$ cat config.mk
export PLATFORM = sky130hd
export DESIGN_NAME = bus_dma_master
export DESIGN_NICKNAME = d
export VERILOG_FILES = /design/src/rtl/bus_pkg.sv /design/src/rtl/dma_ctr.sv /design/src/rtl/bus_dma_master.sv
export SDC_FILE = /design/constraint.sdc
export NUM_CORES = 1
export LEC_CHECK = 0
export BUFFER_PORTS_ARGS = -buffer_cell sky130_fd_sc_hd__buf_2
export CAP_MARGIN = 0
export CORE_AREA = 2 2 80 82
export CTS_CLUSTER_SIZE = 24
export DETAILED_ROUTE_END_ITERATION = 10
export DIE_AREA = 0 0 82 84
export HOLD_SLACK_MARGIN = 0.15
export PLACE_DENSITY_LB_ADDON = 0.1
export SLEW_MARGIN = 20
export SYNTH_ARGS = -nofsm -noshare
export SYNTH_HDL_FRONTEND = slang
export SYNTH_SLANG_ARGS = --single-unit
$ cat constraint.sdc
create_clock -name clk -period 3.6 [get_ports clk]
set_clock_uncertainty 0.05 [all_clocks]
set_input_delay 0.36 -clock clk [delete_from_list [all_inputs] [get_ports clk]]
set_output_delay 0.36 -clock clk [all_outputs]
set_load 0.02 [all_outputs]
$ cat src/rtl/bus_pkg.sv
// Shared bus definitions: address/data widths used by the bus, its slaves and
// the DMA master, plus the DMA controller state encoding.
package bus_pkg;

    localparam int ADDR_W = 8;
    localparam int DATA_W = 32;

    typedef enum logic [2:0] {
        ST_IDLE   = 3'd0,
        ST_RD     = 3'd1,
        ST_RD_CAP = 3'd2,
        ST_WR     = 3'd3,
        ST_DONE   = 3'd4
    } dma_state_t;

endpackage

$ cat src/rtl/dma_ctr.sv
// Loadable word-address counter with increment enable; wraps modulo 2^WIDTH.
module dma_ctr #(
    parameter int WIDTH = 8
) (
    input  logic             clk,
    input  logic             reset_n,
    input  logic             load,
    input  logic [WIDTH-1:0] load_val,
    input  logic             inc,
    output logic [WIDTH-1:0] cnt
);

    always_ff @(posedge clk or negedge reset_n) begin
        if (!reset_n) begin
            cnt <= '0;
        end else if (load) begin
            cnt <= load_val;
        end else if (inc) begin
            cnt <= cnt + 1'b1;
        end
    end

endmodule

$ cat src/rtl/bus_dma_master.sv
// Block-copy bus master: moves len words from src_addr to dst_addr through the
// arbitrated bus, one read then one write per word, in ascending address order.
module bus_dma_master #(
    parameter int ADDR_W = bus_pkg::ADDR_W,
    parameter int DATA_W = bus_pkg::DATA_W,
    parameter int LEN_W  = 8
) (
    input  logic              clk,
    input  logic              reset_n,
    input  logic              start,
    input  logic [ADDR_W-1:0] src_addr,
    input  logic [ADDR_W-1:0] dst_addr,
    input  logic [LEN_W-1:0]  len,
    output logic              busy,
    output logic              done,
    output logic              m_req,
    output logic              m_wr,
    output logic [ADDR_W-1:0] m_address,
    output logic [DATA_W-1:0] m_dout,
    input  logic              m_grant,
    input  logic [DATA_W-1:0] m_din
);

    import bus_pkg::*;

    dma_state_t        state;
    dma_state_t        state_nxt;
    logic [ADDR_W-1:0] src_cnt;
    logic [ADDR_W-1:0] dst_cnt;
    logic [LEN_W-1:0]  rem;
    logic [DATA_W-1:0] data_reg;
    logic              accept;
    logic              step;

    // accept: start seen in IDLE; step: a granted write retires one word
    assign accept = (state == ST_IDLE) && start;
    assign step   = (state == ST_WR) && m_grant;

    dma_ctr #(.WIDTH(ADDR_W)) u_src_ctr (
        .clk      (clk),
        .reset_n  (reset_n),
        .load     (accept),
        .load_val (src_addr),
        .inc      (step),
        .cnt      (src_cnt)
    );

    dma_ctr #(.WIDTH(ADDR_W)) u_dst_ctr (
        .clk      (clk),
        .reset_n  (reset_n),
        .load     (accept),
        .load_val (dst_addr),
        .inc      (step),
        .cnt      (dst_cnt)
    );

    always_ff @(posedge clk or negedge reset_n) begin
        if (!reset_n) begin
            state    <= ST_IDLE;
            rem      <= '0;
            data_reg <= '0;
        end else begin
            state <= state_nxt;
            if (accept) begin
                rem <= len;
            end else if (step) begin
                rem <= rem - 1'b1;
            end
            // read data lands one cycle after the granted read, i.e. in RD_CAP
            if (state == ST_RD_CAP) begin
                data_reg <= m_din;
            end
        end
    end

    always_comb begin
        state_nxt = state;
        m_req     = 1'b0;
        m_wr      = 1'b0;
        m_address = '0;
        m_dout    = '0;
        done      = 1'b0;
        busy      = (state != ST_IDLE);
        case (state)
            ST_IDLE: begin
                if (start) begin
                    state_nxt = (len == '0) ? ST_DONE : ST_RD;
                end
            end
            ST_RD: begin
                m_req     = 1'b1;
                m_address = src_cnt;
                if (m_grant) begin
                    state_nxt = ST_RD_CAP;
                end
            end
            ST_RD_CAP: begin
                // keep requesting so the grant is not lost before the write
                m_req     = 1'b1;
                m_address = src_cnt;
                state_nxt = ST_WR;
            end
            ST_WR: begin
                m_req     = 1'b1;
                m_wr      = 1'b1;
                m_address = dst_cnt;
                m_dout    = data_reg;
                if (m_grant) begin
                    state_nxt = (rem == LEN_W'(1)) ? ST_DONE : ST_RD;
                end
            end
            ST_DONE: begin
                done      = 1'b1;
                state_nxt = ST_IDLE;
            end
            default: begin
                state_nxt = ST_IDLE;
            end
        endcase
    end

endmodule

==> impl_metrics.tcl <==
set metrics [dict create \
    maxSlewViolCount 0 \
    clock.fmax_mhz 349 \
    io_pins 104 \
    finalSetupTns_ns 0 \
    drt_iter0_drc 131 \
    hold_path_end "u_dst_ctr.cnt[2]" \
    drive_above_1_share 0.412 \
    grt_remaining_overflow 0 \
    synthArstFlopShare 1.00 \
    cts.repair.resized 0 \
    chipHeight_um 84 \
    cts_buffers 9 \
    grt.total_usage 0.226 \
    worstPathRequired_ns 3.19 \
    fillers 525 \
    via_per_inst 5.52 \
    slowest_stage "dfrtp_1" \
    synth_compound_area_frac 0.129 \
    synth_cell_types 47 \
    cts-hold-fix-buffers 1 \
    slew-limit-headroom 0.436 \
    power.density_mw_per_mm2 890 \
    p_int_mw 2.06 \
    die-area_mm2 0.00689 \
    reg2reg_depth 5 \
    cts-root-buf "clkbuf_8" \
    holdPathStages 3 \
    final.setup.worst_slack_ns 0.732 \
    synth_seq_cells 59 \
    ant_nets 0 \
    place_inst 475 \
    pwr-share-comb 0.468 \
    power_switching_mw 1.46 \
    die_w_um 82 \
    cp-end-kind "output pin" \
    yosysSeqAreaShare 0.457 \
    synth_edf_count 0 \
    design.core.area_mm2 0.00610 \
    pre_cts_ws_ns 1.03 \
    hold_viol 0 \
    antenna_found_initial 0 \
    finalWirelength_mm 7.30 \
    clk_latency_ns 0.33 \
    crit_chain "and3b_1 > and2_1 > buf_2" \
    place_area_mm2 0.00376 \
    ys.flop_type "dfrtp_1" \
    min-delay-start "dst_addr[2]" \
    r2r-end "rem[6]" \
    cts_max_level 3 \
    largest_reg_flops 32 \
    synth_top_family_by_area "simple AND/OR/NAND/NOR gates" \
    swShare 0.415 \
    drcViolationCount 0 \
    period_minus_slack_ns 2.87 \
    leakage_nw 1.89 \
    areaGrowthSynthToFinish_pct 22.6 \
    synthesis.instances 314 \
    timing.rr.start "state[2]" \
    pwr-share-seq 0.364 \
    crit_buf_inv 1 \
    synthSimpleGateAreaFrac 0.215 \
    routedWlPerCell_um 14.8 \
    rsz0062_at_grt "no" \
    synth_nets 378 \
    worstSetupPathType "flop to output pin" \
    outcome "completed" \
    drv_cap 0 \
    cts.sinks 59 \
    p_clk_frac 0.168 \
    syn_avg_cell_area_um2 10.3 \
    gp_congestion 0.828 \
    grt_pass1_wl_mm 11.8 \
    hpwlAfterDp_mm 5.10 \
    num-nets-final 474 \
    finalPower_mw 3.53 \
    clockBufferDepth 2 \
    hold_class "input port to flop" \
    cts_tree "built" \
    layout.cells.non_filler 492 \
    worstPathMaxFanout 34 \
    worstPathArrival_ns 2.46 \
    path_clk_slew_ns 0.07 \
    numPortBuffers 103 \
    min_period_over_period 0.797 \
    synthXorXnorAreaFrac 0.00271 \
    firstDrtPassIters 5 \
    path_delay_family "simple AND/OR/NAND/NOR gates" \
    num_antenna_cells 0 \
    vias 2717 \
    holdWs_ns 0.178 \
    grt_pass1_vias 2549 \
    tightestPinTransition_ns 0.845 \
    post_cts.repair.setup_buffers 0 \
    muxShareOfSynthArea 0.136 \
    startpoint_type "flop" \
    ys_warn_count 0 \
    grt_max_degree 36 \
    rows 29 \
    initial_core_util 0.530 \
    synthAdderAreaFrac 0.0155 \
    peakVddDrop_mv 0.436 \
    slowest_delay_ns 0.88 \
    fin_util 0.650 \
    setup_viol 0 \
    syn_area_mm2 0.00323 \
    final_area_mm2 0.00396 \
    r2r_setup_slack_ns 1.16 \
]
cell usage after synthesis, drive strengths merged (2+ instances only):
cell type | number | area [µm²]
a32oi | 3 | 26.3
nand2 | 37 | 155
ha | 4 | 50.1
buf | 14 | 87.6
a22oi | 11 | 82.6
inv | 6 | 22.5
a21oi | 4 | 20.0
nor4 | 5 | 31.3
o221a | 2 | 22.5
a31oi | 4 | 25.0
a221o | 4 | 40.0
mux2 | 39 | 439
and3 | 3 | 18.8
a211oi | 2 | 15.0
dfrtp | 59 | 1480
nand4 | 4 | 25.0
o311ai | 3 | 26.3
and2 | 33 | 206
o21ai | 15 | 78.8
nor3 | 4 | 25.0
clkbuf | 9 | 33.8
nand3 | 9 | 45.0
o211ai | 4 | 30.0
nor2 | 20 | 75.1
placed cells by master, fill, tap and decap left out, types with 2 or more instances in the layout:
cell,n
inv_1,6
dfrtp_1,59
ha_1,4
a22oi_1,11
buf_2,103
a221o_1,4
o21ai_0,13
and3_1,3
nor4_1,5
mux2_2,39
a21oi_1,4
buf_4,4
and2_1,33
nand3_1,9
clkinv_2,3
o221a_2,2
a32oi_1,3
o311ai_0,3
nand4_1,4
clkbuf_8,10
a211oi_1,2
o211ai_1,4
nor3_1,3
nor2_1,20
a31oi_1,4
nand2_1,36
final cells by class:
class	count	area, µm²	area share
clock inverter	5	52.6	0.0133
multi-input combinational	226	1620	0.408
inverter	6	22.5	0.00569
tap	77	96.3	0.0243
clock buffer	11	141	0.0357
sequential	59	1480	0.373
timing repair buffer	108	556	0.140
power groups by stage:
stage	Combinational (mW)	Clock (mW)	Sequential (mW)
finish	1.65	0.593	1.28
floorplan	1.35	0	1.15
detailed placement	1.66	0	1.29
global placement	1.63	0	1.28
CTS	1.67	0.604	1.28
global route	1.83	0.645	1.34
cell families (layout without fill, tap and decap cells):
kind of cell               Yosys count  after routing
buffers and inverters               29            130
muxes                               39             39
adders and majority gates            4              4
AOI/OAI and AO/OA                   58             58
and+or+nand+nor                    124            124
xor gates and xnor gates             1              1
DFF                                 59             59
worst reg2reg max path: stages, from the launching register on:
cell and delay (ns):
dfrtp_1 0.80, and4b_1 0.28, buf_4 0.21, nor2_1 0.67, o21ai_0 0.21, o311ai_0 0.12
metal layers:
layer	vias up	GRT usage	wire [µm]
met5	-	0	0
met2	108	0.344	3340
met4	0	0.0818	134
met1	1274	0.301	3280
li1	1322	-	-
met3	13	0.0714	540
worst max-delay path by stage:
stage / start / endpoint / slack, ns / cells past startpoint
after global placement: state[2] / u_src_ctr.cnt[6] / 1.13 / 5
after global routing: state[0] / m_dout[2] / 0.50 / 3
after detailed placement: state[0] / m_dout[2] / 1.03 / 3
after CTS: state[0] / m_dout[2] / 0.68 / 3
after floorplan: state[0] / m_address[0] / 1.78 / 5
final: state[0] / m_dout[2] / 0.73 / 3
No activity file was read; power rests on OpenSTA's default activity.
